==> config.mk <==
export PLATFORM = sky130hd
export DESIGN_NAME = crossbar_rr_flat
export DESIGN_NICKNAME = d
export VERILOG_FILES = /design/src/rtl/crossbar_rr_if.sv /design/src/rtl/crossbar_rr.sv /design/src/flat_wrapper.sv
export SDC_FILE = /design/constraint.sdc
export NUM_CORES = 2
export LEC_CHECK = 0
export ABC_AREA = 1
export BUFFER_PORTS_ARGS = -buffer_cell sky130_fd_sc_hd__buf_2
export CORE_AREA = 3 3 314 316
export DETAILED_ROUTE_END_ITERATION = 10
export DIE_AREA = 0 0 317 319
export PLACE_DENSITY = 0.52
export REMOVE_ABC_BUFFERS = 1
export SLEW_MARGIN = 25
export SYNTH_ARGS = -nofsm -noshare
export SYNTH_HDL_FRONTEND = slang
export SYNTH_SLANG_ARGS = --single-unit
==> constraint.sdc <==
create_clock -name clk -period 25.6 [get_ports clk]
set_input_delay 2.56 -clock clk [delete_from_list [all_inputs] [get_ports clk]]
set_output_delay 2.56 -clock clk [all_outputs]
set_load 0.05 [all_outputs]
==> src/rtl/crossbar_rr_if.sv <==
// Request/ack/response bundle between the masters, the crossbar and the slaves.
// The crossbar sits on the xbar modport; bus agents use master/slave.
interface crossbar_rr_if #(
  parameter int MASTERS = 4,
  parameter int SLAVES  = 4,
  parameter int AW      = 32,
  parameter int DW      = 32
);
  localparam int SW = $clog2(SLAVES);

  logic [MASTERS-1:0]                m_req;
  logic [MASTERS-1:0]                m_cmd;
  logic [MASTERS-1:0][AW-1:0]        m_addr;
  logic [MASTERS-1:0][DW-1:0]        m_wdata;
  logic [MASTERS-1:0]                m_ack;
  logic [MASTERS-1:0]                m_resp;
  logic [MASTERS-1:0][DW-1:0]        m_rdata;
  logic [MASTERS-1:0]                m_err;

  logic [SLAVES-1:0]                 s_req;
  logic [SLAVES-1:0]                 s_cmd;
  logic [SLAVES-1:0][AW-SW-1:0]      s_addr;
  logic [SLAVES-1:0][DW-1:0]         s_wdata;
  logic [SLAVES-1:0]                 s_ack;
  logic [SLAVES-1:0]                 s_resp;
  logic [SLAVES-1:0][DW-1:0]         s_rdata;

  modport xbar (
    input  m_req, m_cmd, m_addr, m_wdata, s_ack, s_resp, s_rdata,
    output m_ack, m_resp, m_rdata, m_err, s_req, s_cmd, s_addr, s_wdata
  );

  modport master (
    output m_req, m_cmd, m_addr, m_wdata,
    input  m_ack, m_resp, m_rdata, m_err
  );

  modport slave (
    input  s_req, s_cmd, s_addr, s_wdata,
    output s_ack, s_resp, s_rdata
  );
endinterface

==> src/rtl/crossbar_rr.sv <==
// MASTERS x SLAVES request/ack/response crossbar: each slave port has its own
// round-robin arbiter and FSM; unmapped slave selects get a decode-error reply.
module crossbar_rr #(
  parameter int MASTERS = 4,
  parameter int SLAVES  = 4,
  parameter int AW      = 32,
  parameter int DW      = 32
) (
  input  logic            clk,
  input  logic            rst,
  crossbar_rr_if.xbar     io_bus
);
  localparam int SW  = $clog2(SLAVES);
  localparam int MW  = $clog2(MASTERS);
  localparam int SAW = AW - SW;

  typedef enum logic [1:0] {
    S_IDLE,
    S_WAIT_ACK,
    S_WAIT_RESP
  } state_t;

  state_t                       r_state     [SLAVES];
  state_t                       w_stateNext [SLAVES];
  logic [MW-1:0]                r_rrPtr     [SLAVES];
  logic [MW-1:0]                r_owner     [SLAVES];
  logic [MW-1:0]                w_grantIdx  [SLAVES];
  logic [SLAVES-1:0]            w_grantValid;
  logic [SLAVES-1:0]            w_ackEv;
  logic [SLAVES-1:0]            w_respEv;

  logic [SLAVES-1:0]            r_sReq;
  logic [SLAVES-1:0]            r_sCmd;
  logic [SLAVES-1:0][SAW-1:0]   r_sAddr;
  logic [SLAVES-1:0][DW-1:0]    r_sWdata;

  logic [MASTERS-1:0]           r_mAck;
  logic [MASTERS-1:0]           r_mResp;
  logic [MASTERS-1:0]           r_mErr;
  logic [MASTERS-1:0][DW-1:0]   r_mRdata;
  logic [MASTERS-1:0]           r_busy;

  logic [MASTERS-1:0]           w_mAckNext;
  logic [MASTERS-1:0]           w_mRespNext;
  logic [MASTERS-1:0]           w_mErrNext;
  logic [MASTERS-1:0][DW-1:0]   w_mRdataNext;
  logic [MASTERS-1:0]           w_busyNext;

  logic [SW-1:0]                w_sel [MASTERS];
  logic [MASTERS-1:0]           w_decErr;
  logic [SLAVES-1:0][MASTERS-1:0] w_elig;

  always_comb begin
    for (int m = 0; m < MASTERS; m++) begin
      w_sel[m] = io_bus.m_addr[m][AW-1 -: SW];
    end
  end

  // Selects past the last slave only exist when SLAVES is not a power of two.
  generate
    if (SLAVES < (1 << SW)) begin : g_decErr
      always_comb begin
        for (int m = 0; m < MASTERS; m++) begin
          w_decErr[m] = io_bus.m_req[m] & ~r_busy[m] & (w_sel[m] >= SW'(SLAVES));
        end
      end
    end else begin : g_noDecErr
      assign w_decErr = '0;
    end
  endgenerate

  always_comb begin
    for (int s = 0; s < SLAVES; s++) begin
      for (int m = 0; m < MASTERS; m++) begin
        w_elig[s][m] = io_bus.m_req[m] & ~r_busy[m] & (w_sel[m] == SW'(s));
      end
    end
  end

  always_comb begin
    for (int s = 0; s < SLAVES; s++) begin
      logic          found;
      int            idx;
      logic [MW-1:0] cand;
      w_stateNext[s]  = r_state[s];
      w_grantValid[s] = 1'b0;
      w_grantIdx[s]   = '0;
      w_ackEv[s]      = 1'b0;
      w_respEv[s]     = 1'b0;
      found           = 1'b0;
      idx             = 0;
      cand            = '0;
      case (r_state[s])
        S_IDLE: begin
          // Scan from the round-robin pointer, wrapping past the last master.
          for (int k = 0; k < MASTERS; k++) begin
            idx = int'(r_rrPtr[s]) + k;
            if (idx >= MASTERS) idx = idx - MASTERS;
            cand = MW'(idx);
            if (!found && w_elig[s][cand]) begin
              found         = 1'b1;
              w_grantIdx[s] = cand;
            end
          end
          if (found) begin
            w_grantValid[s] = 1'b1;
            w_stateNext[s]  = S_WAIT_ACK;
          end
        end
        S_WAIT_ACK: begin
          if (io_bus.s_ack[s]) begin
            w_ackEv[s] = 1'b1;
            if (io_bus.s_resp[s]) begin
              w_respEv[s]    = 1'b1;
              w_stateNext[s] = S_IDLE;
            end else begin
              w_stateNext[s] = S_WAIT_RESP;
            end
          end
        end
        S_WAIT_RESP: begin
          if (io_bus.s_resp[s]) begin
            w_respEv[s]    = 1'b1;
            w_stateNext[s] = S_IDLE;
          end
        end
        default: w_stateNext[s] = S_IDLE;
      endcase
    end
  end

  // At most one slave can own a given master, so owner writes never collide.
  always_comb begin
    w_mAckNext   = w_decErr;
    w_mRespNext  = w_decErr;
    w_mErrNext   = w_decErr;
    w_busyNext   = r_busy;
    w_mRdataNext = r_mRdata;
    for (int m = 0; m < MASTERS; m++) begin
      if (w_decErr[m]) w_mRdataNext[m] = '0;
    end
    for (int s = 0; s < SLAVES; s++) begin
      if (w_ackEv[s]) w_mAckNext[r_owner[s]] = 1'b1;
      if (w_respEv[s]) begin
        w_mRespNext[r_owner[s]]  = 1'b1;
        w_busyNext[r_owner[s]]   = 1'b0;
        w_mRdataNext[r_owner[s]] = r_sCmd[s] ? '0 : io_bus.s_rdata[s];
      end
      if (w_grantValid[s]) w_busyNext[w_grantIdx[s]] = 1'b1;
    end
  end

  always_ff @(posedge clk or posedge rst) begin
    if (rst) begin
      for (int s = 0; s < SLAVES; s++) begin
        r_state[s] <= S_IDLE;
        r_rrPtr[s] <= '0;
        r_owner[s] <= '0;
      end
      r_sReq   <= '0;
      r_sCmd   <= '0;
      r_sAddr  <= '0;
      r_sWdata <= '0;
    end else begin
      for (int s = 0; s < SLAVES; s++) begin
        r_state[s] <= w_stateNext[s];
        if (w_grantValid[s]) begin
          r_owner[s]  <= w_grantIdx[s];
          r_rrPtr[s]  <= (w_grantIdx[s] == MW'(MASTERS - 1)) ? '0 : w_grantIdx[s] + 1'b1;
          r_sReq[s]   <= 1'b1;
          r_sCmd[s]   <= io_bus.m_cmd[w_grantIdx[s]];
          r_sAddr[s]  <= io_bus.m_addr[w_grantIdx[s]][SAW-1:0];
          r_sWdata[s] <= io_bus.m_cmd[w_grantIdx[s]] ? io_bus.m_wdata[w_grantIdx[s]] : '0;
        end else if (w_ackEv[s]) begin
          r_sReq[s] <= 1'b0;
        end
      end
    end
  end

  always_ff @(posedge clk or posedge rst) begin
    if (rst) begin
      r_mAck   <= '0;
      r_mResp  <= '0;
      r_mErr   <= '0;
      r_mRdata <= '0;
      r_busy   <= '0;
    end else begin
      r_mAck   <= w_mAckNext;
      r_mResp  <= w_mRespNext;
      r_mErr   <= w_mErrNext;
      r_mRdata <= w_mRdataNext;
      r_busy   <= w_busyNext;
    end
  end

  assign io_bus.m_ack   = r_mAck;
  assign io_bus.m_resp  = r_mResp;
  assign io_bus.m_err   = r_mErr;
  assign io_bus.m_rdata = r_mRdata;
  assign io_bus.s_req   = r_sReq;
  assign io_bus.s_cmd   = r_sCmd;
  assign io_bus.s_addr  = r_sAddr;
  assign io_bus.s_wdata = r_sWdata;
endmodule
==> src/flat_wrapper.sv <==
// flat-port wrapper written by rule: the top's interface ports become plain ports
module crossbar_rr_flat 
#(
  parameter int MASTERS = 4,
  parameter int SLAVES  = 4,
  parameter int AW      = 32,
  parameter int DW      = 32
)
  (clk, rst, io_bus_m_req, io_bus_m_cmd, io_bus_m_addr, io_bus_m_wdata, io_bus_s_ack, io_bus_s_resp, io_bus_s_rdata, io_bus_m_ack, io_bus_m_resp, io_bus_m_rdata, io_bus_m_err, io_bus_s_req, io_bus_s_cmd, io_bus_s_addr, io_bus_s_wdata);
  crossbar_rr_if #(.MASTERS(MASTERS), .SLAVES(SLAVES), .AW(AW), .DW(DW)) io_bus_i ();
  input  logic clk;
  input  logic rst;
  input wire logic [$bits(io_bus_i.m_req)-1:0] io_bus_m_req;
  input wire logic [$bits(io_bus_i.m_cmd)-1:0] io_bus_m_cmd;
  input wire logic [$bits(io_bus_i.m_addr)-1:0] io_bus_m_addr;
  input wire logic [$bits(io_bus_i.m_wdata)-1:0] io_bus_m_wdata;
  input wire logic [$bits(io_bus_i.s_ack)-1:0] io_bus_s_ack;
  input wire logic [$bits(io_bus_i.s_resp)-1:0] io_bus_s_resp;
  input wire logic [$bits(io_bus_i.s_rdata)-1:0] io_bus_s_rdata;
  output wire logic [$bits(io_bus_i.m_ack)-1:0] io_bus_m_ack;
  output wire logic [$bits(io_bus_i.m_resp)-1:0] io_bus_m_resp;
  output wire logic [$bits(io_bus_i.m_rdata)-1:0] io_bus_m_rdata;
  output wire logic [$bits(io_bus_i.m_err)-1:0] io_bus_m_err;
  output wire logic [$bits(io_bus_i.s_req)-1:0] io_bus_s_req;
  output wire logic [$bits(io_bus_i.s_cmd)-1:0] io_bus_s_cmd;
  output wire logic [$bits(io_bus_i.s_addr)-1:0] io_bus_s_addr;
  output wire logic [$bits(io_bus_i.s_wdata)-1:0] io_bus_s_wdata;
  assign io_bus_i.m_req = io_bus_m_req;
  assign io_bus_i.m_cmd = io_bus_m_cmd;
  assign io_bus_i.m_addr = io_bus_m_addr;
  assign io_bus_i.m_wdata = io_bus_m_wdata;
  assign io_bus_i.s_ack = io_bus_s_ack;
  assign io_bus_i.s_resp = io_bus_s_resp;
  assign io_bus_i.s_rdata = io_bus_s_rdata;
  assign io_bus_m_ack = io_bus_i.m_ack;
  assign io_bus_m_resp = io_bus_i.m_resp;
  assign io_bus_m_rdata = io_bus_i.m_rdata;
  assign io_bus_m_err = io_bus_i.m_err;
  assign io_bus_s_req = io_bus_i.s_req;
  assign io_bus_s_cmd = io_bus_i.s_cmd;
  assign io_bus_s_addr = io_bus_i.s_addr;
  assign io_bus_s_wdata = io_bus_i.s_wdata;
  crossbar_rr #(.MASTERS(MASTERS), .SLAVES(SLAVES), .AW(AW), .DW(DW)) u_core (.clk(clk), .rst(rst), .io_bus(io_bus_i));
endmodule
Yosys cells after proc, flatten, opt, wreduce, memory -nomap -nowiden
Cells that the tools add are included.
{"block": "op_classes", "reduce_logical": 48, "eq_ne": 36, "n_lt_le_gt_ge": 48, "n_mux": 256, "n_bitwise": 42, "addsub": 32}
{"op": "32-bit binary-select mux with 2-bit select", "n": 8}
{"op": "128-bit bitwise mux", "n": 4}
{"op": "128-bit 2-to-1 mux", "n": 4}
{"op": "32-bit 2-to-1 mux", "n": 16}
{"op": "32-bit demux with 2-bit select", "n": 4}
{"op": "2-bit 2-to-1 mux", "n": 72}
{"op": "30-bit 2-to-1 mux", "n": 4}
{"op": "1-bit 2-to-1 mux", "n": 92}
{"op": "2-bit by 3-bit < comparator with 1-bit output (second input constant)", "n": 24}
{"op": "4-bit 2-to-1 mux", "n": 16}
{"op": "1-bit binary-select mux with 2-bit select", "n": 20}
{"op": "4-bit OR", "n": 10}
{"op": "3-bit >= comparator (second input constant)", "n": 12}
{"op": "2-bit == test (second input constant)", "n": 16}
{"op": "2-bit by 1-bit subtractor with 2-bit output (second input constant)", "n": 16}
{"op": "2-bit by 2-bit adder with 3-bit output (second input constant)", "n": 8}
{"op": "2-bit case mux with 3 select lines", "n": 4}
{"op": "1-bit bitwise AND", "n": 20}
{"op": "1-bit logical AND", "n": 20}
{"op": "4-bit bitwise AND", "n": 4}
{"op": "1-bit demux with 2-bit select", "n": 8}
{"op": "2-bit by 1-bit == test with 1-bit output (second input constant)", "n": 8}
{"op": "2-bit by 1-bit >= comparator with 1-bit output (second input constant)", "n": 8}
{"op": "2-bit logical NOT", "n": 8}
{"op": "11 further kinds", "n": 56}
{"block": "totals", "inputBits": 402, "ff_bits": 420, "out_inout_bits": 396}

Logic depth before layout (Yosys ltp)
{"block": "logic_depth", "word_depth": 37, "ltp_mapped": 21}

Least setup slack after synthesis
No wires, ideal clock.
{"block": "synth_timing", "path_kind": "input to register", "startpoint": "input port io_bus_m_req[3]", "endpoint": "register u_core.r_busy[1]", "arrival_time_ps": 4322, "slack_ps": 21161, "stages": 18, "required_ps": 25483, "setup_time_ps": 117, "path_buffers": 2, "cell_sequence": "inv_1 nor2_4 nand4_1 nand3_1 nand2_1 nand3_1 nand3_1 nand3_1 buf_2 clkbuf_1 inv_1 ha_1 nand2_1 nand2_1 nand2_1 nand2_1 nand2_1 nand2_1"}
{"item": "start, declared", "line": "flat_wrapper.sv:13", "rtl": "input wire logic [$bits(io_bus_i.m_req)-1:0] io_bus_m_req;"}
{"item": "end signal, assigned", "line": "crossbar_rr.sv:193", "rtl": "r_busy <= w_busyNext;"}
{"item": "end, declared", "line": "crossbar_rr.sv:41", "rtl": "logic [MASTERS-1:0] r_busy;"}

Final worst setup path
{"block": "layout_timing", "startpoint": "input port io_bus_m_req[3]", "endpoint": "register u_core.r_sAddr (netlist bit u_core.io_bus.s_addr[93])"}
{"block": "layout_between", "elab_chain_cells": 20, "word_cells_on_any_way": 33, "cone_classes": "mux: 25; bitwise: 2; reduce/logical: 6"}
{"item": "1-bit bitwise AND (*) (2 in series)", "line": "crossbar_rr.sv:75", "rtl": "w_elig[s][m] = io_bus.m_req[m] & ~r_busy[m] & (w_sel[m] == SW'(s));"}
{"item": "1-bit binary-select mux with 2-bit select", "line": "crossbar_rr.sv:100", "rtl": "if (!found && w_elig[s][cand]) begin"}
{"item": "1-bit 2-to-1 mux (not written as such)", "line": "crossbar_rr.sv:100"}
{"item": "1-bit 2-to-1 mux", "line": "crossbar_rr.sv:100"}
{"item": "1-bit 2-to-1 mux", "line": "crossbar_rr.sv:93", "rtl": "case (r_state[s])"}
{"item": "1-bit logical NOT", "line": "crossbar_rr.sv:100"}
{"item": "1-bit logical AND", "line": "crossbar_rr.sv:100"}
{"item": "1-bit 2-to-1 mux", "line": "crossbar_rr.sv:100"}
{"item": "(+3 left out)"}
{"item": "1-bit 2-to-1 mux", "line": "crossbar_rr.sv:100"}
{"item": "1-bit 2-to-1 mux", "line": "crossbar_rr.sv:93"}
{"item": "1-bit logical NOT", "line": "crossbar_rr.sv:100"}
{"item": "1-bit logical AND", "line": "crossbar_rr.sv:100"}
{"item": "2-bit 2-to-1 mux or 1-bit 2-to-1 mux (tied branches)", "line": "crossbar_rr.sv:100"}
{"item": "2-bit 2-to-1 mux or 1-bit 2-to-1 mux (tied branches)", "line": "crossbar_rr.sv:93"}
{"item": "32-bit binary-select mux with 2-bit select or 1-bit 2-to-1 mux (tied branches)", "line": "crossbar_rr.sv:172, crossbar_rr.sv:105"}
{"item": "30-bit 2-to-1 mux (not written as such) or 1-bit 2-to-1 mux (tied branches)", "line": "crossbar_rr.sv:172, crossbar_rr.sv:93"}
{"item": "end signal, assigned by index", "line": "crossbar_rr.sv:172", "rtl": "r_sAddr[s] <= io_bus.m_addr[w_grantIdx[s]][SAW-1:0];"}
{"item": "end, declared", "line": "crossbar_rr.sv:34", "rtl": "logic [SLAVES-1:0][SAW-1:0] r_sAddr;"}
Every way passes the cells marked *; elsewhere a longest branch is shown, timed or not. The select of a mux whose other input is x is not followed.
A chain may end at the register's enable or synchronous reset.

==> results.cfg <==
[power]
p_leak_nw = 20.9
cellPowerDensity_mw_per_mm2 = 160
clkPwrFrac_pct = 13.3
swShare_pct = 60.7
peakVddDrop_uv = 120
finalPower_mw = 6.00
power_switching_mw = 3.64
combPwrFrac_pct = 66.6
seqPwrFrac_pct = 20.0
intPower_mw = 2.35

[global_routing]
antenna_found_initial = 54
grt_max_degree = 141
grt_pass1_vias = 34900
grtUsageTotal_pct = 30.8
grt_pass1_wl_microns = 236000
overflow = 0

[timing]
maxSlewHeadroom_pct = 27.0
hold_violations = 0
setup_violations = 0
post-route-period-util_pct = 24.4
slew_viol_final = 0
tightest_slew_ps = 1090
fin_crit_ps = 6240
fmax_mhz = 160
holdWs_ps = 470
skew_ps = 24.0
fin_setup_tns_ps = 0
rsz0062_at_grt = false

[drt]
vias = 37500
drt_iter0_drc = 4224
wl_microns = 163000
routedWlPerCell_microns = 24.0
vias_per_cell = 5.53
drc_errors = 0
ant_nets = 0
firstDrtPassIters = 6

[cells_and_area]
fill_cells = 10600
area_growth_pct = 20.2
multi_input_area_sq_mm = 0.0173
regArea_sq_mm = 0.0105
instances_no_fill = 6777
final_common_cell = nand2_1
drive_above_1_share_pct = 18.6
mostFrequentLayoutCells = nand2_1 (1751), buf_2 (793), nand3_1 (736)
num-nets-final = 5860

[cts]
post_cts.repair.setup_buffers = 0
cts_resized = 0
clockBufferDepth = 3
cts_tree = done
cts_buffers = 55
cts_sinks = 420
postCtsHoldBufs = 0
cts_root_buffer = clkbuf_16
htreeDepth = 2
clk_latency_ps = 650
clk_pin_slew_ps = 60

[critical_path]
slowest_delay_ps = 770
critPathCaptureType = register
cpMostUsedCell = nand2_1
crit_path_top_delay_cell = buf_4
ff2ff_setup_slack_ps = 20960
worst_setup_path_start_kind = primary input
crit_path_max_fanout = 77
crit_arrival_ps = 6770
crit_path_start = io_bus_m_req[3]
crit_required_ps = 26130
critical_path_class = in2reg
path_cells = buf_2 > inv_1 > nor2_4 > nand3_1 > nand3_1 > nand2_1 > a21oi_1 > nand2_2 > buf_4 > nand3_4 > buf_4 > buf_4 > nand2_1 > o211ai_1 > nand2_1 > nand2_1 > nand2_1
crit-reg2reg-launch = u_core.r_rrPtr[0]

[logic_synthesis]
synth_cells = 4901
synthMuxAreaShare_pct = 0
synth-adder-area-share_pct = 1.24
synth_compound_gate_area_share_pct = 14.0
yosys.area_share.xor_xnor_pct = 0.264
ys_warn_count = 0
synth_top_family_by_area = simple AND/OR/NAND/NOR gates
synthFlopType = dfrtp_1
synthArstFlopShare_pct = 100
synthSimpleGateAreaFrac_pct = 39.2
seq_area_frac_synth_pct = 33.6
avgSynthCellArea_sq_um = 6.38
synth-seq-cells = 420
synth_cell_types = 41
syn_area_sq_mm = 0.0313
synth_edf_count = 0

[run]
cap_violations = 0

[worst_hold_path]
worstHoldStart = u_core.io_bus.s_wdata[80]
hp-class = reg2reg

[die]
row_count = 114
die_h_microns = 319
fp.dieW_microns = 317
io_pins = 798
core_sq_mm = 0.0963
dieArea_sq_mm = 0.101
start_util_pct = 32.5

[placement]
placed_cells = 6643
dp_hpwl_microns = 104000
io_buffers = 793
place_congestion = 0.905

[status]
status = finished, final reports clean
per-stage QoR:
stage	util, %	cell area [sq um]	setup slack [ps]
2_1_floorplan	-	29400	11350
3_3_place_gp	37.0	35600	18780
3_5_place_dp	37.0	35600	18790
4_1_cts	38.8	37400	19460
5_1_grt	39.0	37500	19040
6_report	39.0	37600	19360
final cells by class:
cell class | instances | area share, %
clock buffers | 73 | 4.06
inverters | 457 | 4.59
flip-flops and latches | 420 | 28.0
repair buffers | 859 | 12.1
diodes | 37 | 0.246
multi-input cells | 3634 | 46.1
well taps | 1276 | 4.25
clock inverters | 21 | 0.666
critical path: cells and delay by family:
family	cells	cell delay (ps)
buffers and inverters	5	2030
AND/OR/NAND/NOR	10	1550
AO/OA/AOI/OAI	2	310
power groups by stage:
stage	combinational (mW)	sequential [mW]	clock, mW
2_1_floorplan	1.72	2.11	0
3_3_place_gp	3.92	1.21	0
3_5_place_dp	3.96	1.20	0
4_1_cts	3.96	1.20	0.816
5_1_grt	4.29	1.23	0.842
6_report	4.00	1.20	0.800
kinds of logic after synthesis:
| family | Yosys count |
|---|---|
| simple gates | 2872 |
| buf+inv | 850 |
| other cells | 1 |
| xor+xnor | 6 |
| flops | 420 |
| compound gates | 721 |
| fa+ha+maj | 31 |
final timing paths:
path / cells past startpoint / end
worst max-delay path: 17 / u_core.io_bus.s_addr[93]
worst min register to register: 2 / u_core.io_bus.s_wdata[80]
worst min-delay path: 2 / u_core.io_bus.s_wdata[80]
min in group asynchronous: 2 / u_core.io_bus.s_wdata[73]
worst max register to register: 16 / u_core.io_bus.s_addr[93]
max in group asynchronous: 5 / u_core.io_bus.s_addr[99]
per-layer routing:
metal | wire (microns) | up-vias | global-route usage, %
met1 | 65100 | 17500 | 40.2
li1 | - | 17300 | -
met2 | 73600 | 2239 | 48.5
met5 | 85 | - | 0
met4 | 7450 | 14 | 13.5
met3 | 16700 | 393 | 7.26
sequential cells by signal (all words and copies together), names as in the netlist, 8 cells and up:
| signal | cells |
|---|---|
| u_core.r_rrPtr | 8 |
| u_core.r_owner | 8 |
| u_core.io_bus.s_wdata | 128 |
| u_core.r_state | 8 |
| u_core.io_bus.s_addr | 120 |
| u_core.io_bus.m_rdata | 128 |
synth_stat cells, types with 3 or more instances:
cell type | number | area (sq um)
nand2_1 | 1766 | 6630
nand3_1 | 739 | 3700
inv_1 | 434 | 1630
dfrtp_1 | 420 | 10500
a21oi_1 | 222 | 1110
nand4_1 | 176 | 1100
o21ai_0 | 169 | 846
nor2_1 | 166 | 623
o211ai_1 | 164 | 1230
clkbuf_1 | 158 | 593
buf_2 | 155 | 776
o22ai_1 | 90 | 563
buf_4 | 54 | 405
a22oi_1 | 32 | 240
ha_1 | 31 | 388
buf_1 | 21 | 78.8
a221o_1 | 19 | 190
inv_2 | 13 | 48.8
clkinv_1 | 10 | 37.5
nand2_2 | 7 | 43.8
nor2_4 | 7 | 78.8
o221ai_1 | 6 | 52.6
a31oi_1 | 5 | 31.3
buf_6 | 5 | 56.3
o21ai_1 | 5 | 25.0
nand2_4 | 3 | 33.8
o21a_1 | 3 | 22.5
Note: power is estimated with default switching activity, not from simulation.
